==> src/rtl/sipo_rx_if.sv <==
// Port bundle for the serial-in, parallel-out word receiver.
// master = the receiver itself; slave = the bit source plus word consumer facing it.
interface sipo_rx_if #(
    parameter int N = 16
);
    logic         sin;
    logic         sin_valid;
    logic         sync;
    logic [N-1:0] q;
    logic         q_valid;
    logic         q_ready;
    logic         overrun;
    logic         ovr_clr;
    logic         busy;

    modport master (
        input  sin, sin_valid, sync, q_ready, ovr_clr,
        output q, q_valid, overrun, busy
    );

    modport slave (
        output sin, sin_valid, sync, q_ready, ovr_clr,
        input  q, q_valid, overrun, busy
    );
endinterface

==> src/rtl/sipo_rx.sv <==
// Assembles an MSB-first serial stream into N-bit words on a valid/ready port,
// with a sticky overrun flag for words dropped while the consumer stalls.
module sipo_rx #(
    parameter int N = 16
) (
    input  logic      clk,
    input  logic      rst,
    sipo_rx_if.master bus
);
    localparam int SW = N - 1;
    localparam int CW = $clog2(N);
    localparam logic [CW-1:0] LAST = CW'(N - 1);

    logic [SW-1:0] shreg_q, shreg_d;
    logic [CW-1:0] cnt_q, cnt_d;
    logic [N-1:0]  word_q, word_d;
    logic          q_valid_q, q_valid_d;
    logic          overrun_q, overrun_d;
    logic          complete;
    logic          ovr_set;

    always_comb begin
        // NOTE: every signal gets a default first so no path leaves it unassigned (no latches).
        shreg_d   = shreg_q;
        cnt_d     = cnt_q;
        word_d    = word_q;
        q_valid_d = q_valid_q;
        overrun_d = overrun_q;
        complete  = 1'b0;
        ovr_set   = 1'b0;

        // sync realigns the bit stream; a bit arriving with it is the new MSB
        if (bus.sync) begin
            shreg_d = '0;
            cnt_d   = '0;
            if (bus.sin_valid) begin
                shreg_d = SW'(bus.sin);
                cnt_d   = CW'(1);
            end
        end else if (bus.sin_valid) begin
            if (cnt_q == LAST) begin
                complete = 1'b1;
                cnt_d    = '0;
            end else begin
                shreg_d = SW'({shreg_q, bus.sin});
                cnt_d   = cnt_q + CW'(1);
            end
        end

        if (complete) begin
            if (!q_valid_q || bus.q_ready) begin
                word_d    = {shreg_q, bus.sin};
                q_valid_d = 1'b1;
            end else begin
                ovr_set = 1'b1;
            end
        end else if (q_valid_q && bus.q_ready) begin
            q_valid_d = 1'b0;
        end

        // a fresh overrun beats a clear on the same edge
        if (bus.ovr_clr) overrun_d = 1'b0;
        if (ovr_set)     overrun_d = 1'b1;
    end

    always_ff @(posedge clk or posedge rst) begin
        // NOTE: non-blocking assignments so every flop samples pre-edge values.
        if (rst) begin
            shreg_q   <= '0;
            cnt_q     <= '0;
            word_q    <= '0;
            q_valid_q <= 1'b0;
            overrun_q <= 1'b0;
        end else begin
            shreg_q   <= shreg_d;
            cnt_q     <= cnt_d;
            word_q    <= word_d;
            q_valid_q <= q_valid_d;
            overrun_q <= overrun_d;
        end
    end

    assign bus.q       = word_q;
    assign bus.q_valid = q_valid_q;
    assign bus.overrun = overrun_q;
    assign bus.busy    = (cnt_q != '0);
endmodule

==> src/flat_wrapper.sv <==
// flat-port wrapper written by rule: the top's interface ports become plain ports
module sipo_rx_flat 
#(
    parameter int N = 16
)
  (clk, rst, bus_sin, bus_sin_valid, bus_sync, bus_q_ready, bus_ovr_clr, bus_q, bus_q_valid, bus_overrun, bus_busy);
  sipo_rx_if #(.N(N)) bus_i ();
  input  logic clk;
  input  logic rst;
  input wire logic [$bits(bus_i.sin)-1:0] bus_sin;
  input wire logic [$bits(bus_i.sin_valid)-1:0] bus_sin_valid;
  input wire logic [$bits(bus_i.sync)-1:0] bus_sync;
  input wire logic [$bits(bus_i.q_ready)-1:0] bus_q_ready;
  input wire logic [$bits(bus_i.ovr_clr)-1:0] bus_ovr_clr;
  output wire logic [$bits(bus_i.q)-1:0] bus_q;
  output wire logic [$bits(bus_i.q_valid)-1:0] bus_q_valid;
  output wire logic [$bits(bus_i.overrun)-1:0] bus_overrun;
  output wire logic [$bits(bus_i.busy)-1:0] bus_busy;
  assign bus_i.sin = bus_sin;
  assign bus_i.sin_valid = bus_sin_valid;
  assign bus_i.sync = bus_sync;
  assign bus_i.q_ready = bus_q_ready;
  assign bus_i.ovr_clr = bus_ovr_clr;
  assign bus_q = bus_i.q;
  assign bus_q_valid = bus_i.q_valid;
  assign bus_overrun = bus_i.overrun;
  assign bus_busy = bus_i.busy;
  sipo_rx #(.N(N)) u_core (.clk(clk), .rst(rst), .bus(bus_i));
endmodule
==> config.mk <==
export PLATFORM = sky130hd
export DESIGN_NAME = sipo_rx_flat
export DESIGN_NICKNAME = d
export VERILOG_FILES = /design/src/rtl/sipo_rx_if.sv /design/src/rtl/sipo_rx.sv /design/src/flat_wrapper.sv
export SDC_FILE = /design/constraint.sdc
export NUM_CORES = 1
export LEC_CHECK = 0
export ABC_AREA = 0
export BUFFER_PORTS_ARGS = -buffer_cell sky130_fd_sc_hd__buf_4
export CAP_MARGIN = 20
export CORE_UTILIZATION = 54
export DETAILED_ROUTE_END_ITERATION = 16
export GPL_ROUTABILITY_DRIVEN = 0
export GPL_TIMING_DRIVEN = 1
export PLACE_DENSITY = 0.78
export RECOVER_POWER = 50
export SKIP_LAST_GASP = 1
export SLEW_MARGIN = 20
export SYNTH_ARGS = -nofsm -noshare
export SYNTH_HDL_FRONTEND = slang
export SYNTH_SLANG_ARGS = --single-unit
==> constraint.sdc <==
create_clock -name clk -period 1.9 [get_ports clk]
set_input_delay 0.095 -clock clk [delete_from_list [all_inputs] [get_ports clk]]
set_output_delay 0.095 -clock clk [all_outputs]
set_load 0.01 [all_outputs]
==> results.toml, run 1 <==
[drt]
wl_per_cell_um = 15.7
via_per_inst = 5.54
drt_first_pass_iters = 4
num_vias = 953
wl_um = 2700
ant_nets = 0
drt-initial-drc-count = 10
drc = 0

[synth]
synth_xor_area_share_pct = 0.578
yosysUniqueCellTypes = 28
synth_top_family_by_area = "multiplexers"
synth_compound_area_share_pct = 11.4
ys_ff_latch = 37
yosys_warnings = 0
yosysSeqAreaShare_pct = 61.1
synth-async-reset-ratio_pct = 100
synthFlopType = "dfrtp_1"
mappedNetlistNets = 113
synthAdderAreaFrac_pct = 1.65
synth_cells = 104
muxShareOfSynthArea_pct = 15.0
synth_edf_count = 0
syn_area_um2 = 1520
syn_area_per_cell_um2 = 14.6
synth-simple-area-share_pct = 6.19

[power]
cellLeakagePower_nw = 0.918
irDropWorstVdd_mv = 0.659
pwr_density_cell_nw_per_um2 = 731

[worst_hold_path]
worstHoldPathCells = 2
hp-class = "in2reg"

[grt]
grt_pass1_wl_um = 4280
grt_usage_pct = 21.0
grt_max_degree = 38
grt_pass1_vias = 925
antenna_found_initial = 0
overflow = 0

[floorplanning]
fp.coreArea_um2 = 2570
dieHeight_um = 55.0
io_pins = 26
start_util_pct = 59.1
die-area_um2 = 3020
fp.dieW_um = 55.0
rows = 18

[worst_setup_path]
crit_fanout = 8
worstSetupStartpointType = "flop"
rr_worst_depth = 5
cp.arrival_ps = 1940
cp.required_ps = 2130
crit_type = "reg2reg"
end_kind = "flop"

[clocking]
cts_setup_buffers = 0
cts_tree = "yes"
clk_path_buf_depth = 2
htreeDepth = 2
clock_latency_ps = 350
cts_root_buffer = "clkbuf_4"
numCtsBuffers = 5
clk_pin_slew_ps = 100
numClockSinks = 37

[finish]
nets = 150
drive_above_1_share_pct = 33.8
area_growth_pct = 19.7
mostFrequentLayoutCell = "dfrtp_1"
final_cell_mix = "dfrtp_1, buf_4, a22o_1, mux2_4, clkbuf_1"
n_antenna_cell = 0

[timing]
layout_setup_ws_ps = 193
rsz0062_at_grt = "false"
min_period_over_period_pct = 89.8
fmax_ghz = 0.586
setup_viol = 0
setup_tns_ps = 0
period_minus_slack_ps = 1710
finalMaxSlewViolations = 0
slew_headroom_pct = 40.3
finClkSkew_ps = 19.3
hold_viol_final = 0
worst_pin_slew_ps = 896

[outcome]
status = "finished, final reports clean"

[place]
place_ws_ps = 196
hpwl_um = 1850
io_buffer_count = 25

[flow_run]
drv_cap = 0
[layout make-up]
class	instances	area, um2
Clock inverter	2	13.8
Clock buffer	6	51.3
Inverter	4	15.0
Timing Repair Buffer	36	244
Fill cell	205	752
Sequential cell	37	926
Multi-Input combinational cell	57	528
Tap cell	30	37.5
[registers in the layout (all words and copies together), names as in the netlist]
register	cells
u_core.bus.q	16
u_core.shreg_q	15
u_core.cnt_q	4
u_core.bus.overrun	1
u_core.bus.q_valid	1
[kinds of logic after synthesis]
group,Yosys count
xor gates and xnor gates,1
muxes,17
adders and majority gates,2
DFF,37
and+or+nand+nor,16
buffers and inverters,10
AOI/OAI and AO/OA,21
[per-layer routing]
metal	routed length, um	global-route usage [%]	vias up
met2	1340	32.7	24
met4	35	7.50	0
met3	129	7.38	6
li1	-	-	448
met1	1200	26.9	475
met5	0	0	-
[path summary, 6_finish.rpt]
path | from | end | slack [ps]
hold / removal | bus_sin_valid | u_core.cnt_q[0] | 30
min in group asynchronous | rst | u_core.bus.q[5] | 560
max in group asynchronous | rst | u_core.bus.q_valid | 770
hold reg to reg | u_core.bus.q[12] | u_core.bus.q[12] | 520
setup reg to reg | u_core.cnt_q[1] | u_core.bus.q[14] | 190
setup / recovery | u_core.cnt_q[1] | u_core.bus.q[14] | 190
[report_power, final]
part / total [mW] / switching, mW / internal, mW
Sequential: 0.805 / 0.00947 / 0.796
Clock: 0.438 / 0.257 / 0.180
Combinational: 0.0836 / 0.0467 / 0.0369
Total: 1.33 / 0.314 / 1.01
[repair_timing]
action | in CTS | in global routing
resized for setup | 0 | 0
endpoints found under the hold margin | 43 | 0
hold buffers | 4 | 0
setup endpoints to repair | 0 | 0
[Yosys cell counts, types with 2 or more instances]
| library cell | n | area [um2] |
|---|---|---|
| a22o_1 | 14 | 123 |
| mux2_4 | 10 | 150 |
| nor2_1 | 4 | 15.0 |
| nand2b_1 | 2 | 12.5 |
| buf_2 | 4 | 20.0 |
| dfrtp_1 | 37 | 926 |
| ha_1 | 2 | 25.0 |
| mux2_2 | 6 | 67.6 |
| nand2_1 | 3 | 11.3 |
| inv_1 | 4 | 15.0 |
[worst max-delay path: stages (launching register included)]
cell and delay, ps:
dfrtp_1 420, ha_1 240, and3_4 210, and4b_1 210
buf_4 190, mux2_2 340
[through the flow]
| step | cells | hold slack, ps | utilization, % | total power [mW] | instance area, um2 |
|---|---|---|---|---|---|
| 6_report | 172 | 31.9 | 70.7 | 1.33 | 1820 |
| 5_1_grt | 172 | 27.0 | 70.7 | 1.38 | 1820 |
| 4_1_cts | 172 | 13.6 | 72.1 | 1.34 | 1850 |
| 3_5_place_dp | 160 | 233 | 68.0 | 0.899 | 1750 |
| 3_3_place_gp | 160 | 225 | 68.0 | 0.896 | 1750 |
| 2_1_floorplan | 104 | 204 | - | 0.866 | 1520 |
Power figures use the tool's default switching activity.
==> run 2: changes to the inputs <==
Settings changed: CORE_MARGIN from default to 2.
==> results.toml, run 2 (same netlist as run 1, synthesis figures left out) <==
[finish]
n_antenna_cell = 0
final_cell_mix = "dfrtp_1, buf_4, a22o_1, mux2_4, clkbuf_1"
drive_above_1_share_pct = 32.9
mostFrequentLayoutCell = "dfrtp_1"
largest_reg_flops = 16
nets = 148
fin_area_um2 = 1840
fillCellCount = 212
area_growth_pct = 21.5

[drt]
ant_nets = 0
drc = 0
drt_first_pass_iters = 4
via_per_inst = 5.50
wl_um = 2560
num_vias = 941
wl_per_cell_um = 15.0
drt-initial-drc-count = 15

[worst_setup_path]
r2r-end = "u_core.bus.q[5]"
end_kind = "flop"
rr_worst_depth = 5
cp.arrival_ps = 1920
worstSetupStartpointType = "flop"
crit_type = "reg2reg"
cp.required_ps = 2130
regToRegStartpoint = "u_core.cnt_q[1]"
cp-startpoint = "u_core.cnt_q[1]"
crit_fanout = 10
cp-endpoint = "u_core.bus.q[5]"
rrSetupSlack_ps = 210

[timing]
worst_pin_slew_ps = 987
setup_tns_ps = 0
finClkSkew_ps = 13.0
slew_headroom_pct = 33.8
period_minus_slack_ps = 1690
finalMaxSlewViolations = 0
rsz0062_at_grt = "false"
setup_viol = 0
min_period_over_period_pct = 88.7
fmax_ghz = 0.593
hold_viol_final = 0

[power]
power_switching_share_pct = 20.7
pwr_density_cell_nw_per_um2 = 851
irDropWorstVdd_mv = 0.793
pwr-share-comb_pct = 5.1
clkPwrFrac_pct = 43.6
cellLeakagePower_nw = 0.925
p_seq_share_pct = 51.3
intPower_mw = 1.24
p_switching_uw = 324

[clocking]
clk_path_buf_depth = 2
clk_pin_slew_ps = 110
clock_latency_ps = 340
numCtsBuffers = 5
cts_root_buffer = "clkbuf_4"
htreeDepth = 2
cts_tree = "yes"
numClockSinks = 37
cts_resized = 0

[grt]
grt_pass1_vias = 941
overflow = 0
antenna_found_initial = 0
grt_max_degree = 38
grt_usage_pct = 17.8
grt_pass1_wl_um = 4360

[worst_hold_path]
hp-class = "in2reg"

[floorplanning]
start_util_pct = 56.0
dieHeight_um = 57.0
die-area_um2 = 3250
io_pins = 26
fp.dieW_um = 57.0
fp.coreArea_um2 = 2710
rows = 19

[place]
io_buffer_count = 25
hpwl_um = 1800
dpl_cell_area_um2 = 1730

[outcome]
status = "finished, final reports clean"

[flow_run]
drv_cap = 0
[run 2: cell types whose count changed in the layout (fill, tap and decap cells not counted)]
cell and change:
buf_4 -2, bufinv_16 +2, clkbuf_8 -1, clkinv_2 -1, clkinv_4 -1, inv_6 +1
[run 2: power by group through the flow]
stage          sequential [mW]  clock (mW)  combinational, mW
2_1_floorplan            0.818           0             0.0488
3_3_place_gp             0.819           0             0.0733
5_1_grt                  0.806       0.725             0.0922
4_1_cts                  0.804       0.689             0.0819
3_5_place_dp             0.820           0             0.0756
6_report                 0.804       0.684             0.0794
[run 2: worst min-delay path by stage]
stage	startpoint	to	slack (ps)	depth (start not counted)
after CTS	bus_sin_valid	u_core.cnt_q[0]	9	2
final	bus_sin_valid	u_core.cnt_q[0]	20	2
after global routing	bus_sin_valid	u_core.cnt_q[0]	30	2
after floorplan	bus_ovr_clr	u_core.bus.overrun	200	1
after global placement	rst	u_core.bus.q[6]	220	3
after detailed placement	rst	u_core.bus.q[6]	230	3
[run 2: critical path: stages, from the launching register on]
cell and delay [ps]:
dfrtp_1 410, ha_1 230, and3_4 200, and4b_1 200, buf_4 230, mux2_4 320
[run 2: layout make-up]
class	count	area, um2	share of cell area [%]
multi-input combinational	57	528	28.6
tap	31	38.8	2.10
clock buffer	5	37.5	2.04
timing repair buffer	34	229	12.4
sequential	37	926	50.2
clock inverter	3	68.8	3.73
inverter	4	15.0	0.815
[run 2: what timing repair did]
action / 4_1_cts / 5_1_grt
hold buffers: 4 / 0
buffers inserted: 0 / 0
endpoints found under the setup margin: 0 / 0
hold endpoints to repair: 42 / 0
[run 2: layer usage]
layer  wire length, um  global-route usage (%)  up-vias
met3               103                    4.08        7
met1              1180                    24.0      465
met2              1220                    27.3       23
met4                59                    8.97        0
met5                 0                       0        -
li1                  -                       -      446
[run 2: metrics by stage]
| stage | utilization (%) | total power, mW | hold WS, ps | cells | setup slack, ps |
|---|---|---|---|---|---|
| after floorplan | - | 0.866 | 204 | 104 | 241 |
| after global placement | 63.9 | 0.892 | 219 | 159 | 258 |
| after detailed placement | 63.9 | 0.895 | 226 | 159 | 213 |
| after CTS | 69.3 | 1.58 | 9.23 | 171 | 201 |
| after global routing | 68.0 | 1.62 | 31.4 | 171 | 76.3 |
| final | 68.0 | 1.57 | 24.9 | 171 | 215 |
==> run 3: changes to the inputs <==
Settings changed: MAX_ROUTING_LAYER from default to met4, PLACE_DENSITY 0.78 to 0.77.
==> results.toml, run 3 (same netlist as run 1, synthesis figures left out) <==
[outcome]
status = "finished, final reports clean"

[grt]
grt_use_met3_pct = 6.35
grt_max_degree = 38
grt_usage_pct = 19.0
antenna_found_initial = 0
overflow = 0
busiest_layer = "met2"
grt_pass1_wl_um = 4480
grt_pass1_vias = 934
met1_usage_pct = 24.4
use_met2_pct = 28.2

[finish]
area_growth_pct = 20.7
n_antenna_cell = 0
mostFrequentLayoutCell = "dfrtp_1"
largest_reg_flops = 16
drive_above_1_share_pct = 32.6
layout.cells.non_filler = 172
final_cell_mix = "dfrtp_1, buf_4, a22o_1, mux2_4, clkbuf_1"
fillCellCount = 205
nets = 149

[power]
pwr_density_cell_nw_per_um2 = 785
cellLeakagePower_nw = 0.915
irDropWorstVdd_mv = 0.755
total_power_mw = 1.44

[place]
place_ws_ps = 162
dp.cells = 159
hpwl_um = 1800
io_buffer_count = 25

[timing]
period_minus_slack_ps = 1750
fmax_ghz = 0.572
worst_pin_slew_ps = 865
layout_setup_ws_ps = 152
setup_viol = 0
slew_headroom_pct = 42.3
finalMaxSlewViolations = 0
finClkSkew_ps = 19.0
hold_viol_final = 0
setup_tns_ps = 0
min_period_over_period_pct = 92.0
rsz0062_at_grt = "false"

[drt]
drc = 0
ant_nets = 0
drt-initial-drc-count = 14
wl_per_cell_um = 15.3
wl_um = 2630
via_per_inst = 5.59
num_vias = 961
drt_first_pass_iters = 4

[worst_hold_path]
worstHoldPathCells = 3
hp-class = "in2reg"
holdPathEnd = "u_core.bus.q_valid"
worstHoldStart = "bus_q_ready"

[worst_setup_path]
slowest_delay_ps = 420
rrSetupSlack_ps = 150
worstSetupStartpointType = "flop"
crit_chain = "ha_1, and3_4, and4b_1, buf_4, mux2_4"
crit_fanout = 10
end_kind = "flop"
cp.arrival_ps = 1980
rr_worst_depth = 5
crit_type = "reg2reg"
regToRegStartpoint = "u_core.cnt_q[1]"
cp.required_ps = 2130
r2r-end = "u_core.bus.q[0]"
cp_slowest_cell = "dfrtp_1"

[floorplanning]
fp.dieW_um = 57.0
dieHeight_um = 57.0
die-area_um2 = 3250
io_pins = 26
fp.coreArea_um2 = 2710
rows = 19
start_util_pct = 56.0

[clocking]
numClockSinks = 37
clock_latency_ps = 350
numCtsBuffers = 5
cts_tree = "yes"
htreeDepth = 2
clk_path_buf_depth = 2
cts_root_buffer = "clkbuf_4"
clk_pin_slew_ps = 110

[flow_run]
drv_cap = 0
-- run 3: cell types whose count changed in the layout (fill, tap and decap cells not counted), sizes merged --
cell         before  now
bufinv            2    1
clkinv            0    1
clkinvlp          0    1
dlygate4sd3       4    5
inv               5    4
-- run 3: worst max path at each step --
stage                          startpoint              end  slack, ps  cells past startpoint
after CTS                 u_core.cnt_q[0]  u_core.bus.q[0]        150                      5
final                     u_core.cnt_q[1]  u_core.bus.q[0]        150                      5
after global placement    u_core.cnt_q[0]  u_core.bus.q[8]        250                      5
after global routing      u_core.cnt_q[1]  u_core.bus.q[0]        100                      5
after floorplan           u_core.cnt_q[0]  u_core.bus.q[0]        240                      6
after detailed placement  u_core.cnt_q[0]  u_core.bus.q[8]        160                      5
-- run 3: timing repair --
item | CTS | global route
hold buffers | 5 | 0
buffers inserted | 0 | 0
gates resized for setup | 0 | 0
hold endpoints to repair | 42 | 0
-- run 3: metal layers --
metal	wire [um]	part of all wire [%]
met1	1190	45
met2	1260	48
met5	0	0
met3	136	5.2
met4	46	1.7
-- run 3: per-stage QoR --
stage          area (um2)  utilization, %  hold slack [ps]
2_1_floorplan        1520               -              204
3_3_place_gp         1730            63.9              225
3_5_place_dp         1730            63.9              231
4_1_cts              1870            68.9             38.9
5_1_grt              1830            67.5             60.8
6_report             1830            67.5             51.3
-- run 3: cell type report --
class	instances	area (um2)	area share (%)
Clock inverter	3	46.3	2.53
Sequential cell	37	926	50.6
Multi-Input combinational cell	57	528	28.8
Tap cell	31	38.8	2.12
Timing Repair Buffer	35	239	13.1
Clock buffer	5	37.5	2.05
Inverter	4	15.0	0.820
-- run 3: where the power goes --
part           internal (mW)  leakage (nW)  switching, mW
logic                 0.0363         0.361         0.0473
registers              0.796         0.512        0.00966
clock network          0.279        0.0414          0.269
total                   1.11         0.915          0.326
-- run 3: worst max-delay path, delay by kind of cell (launching register included) --
family / cells / cell delay (ps)
AND/OR/NAND/NOR: 2 / 430
flip-flops: 1 / 420
buffers and inverters: 1 / 230
adder cells (fa/ha/maj): 1 / 240
multiplexers: 1 / 320
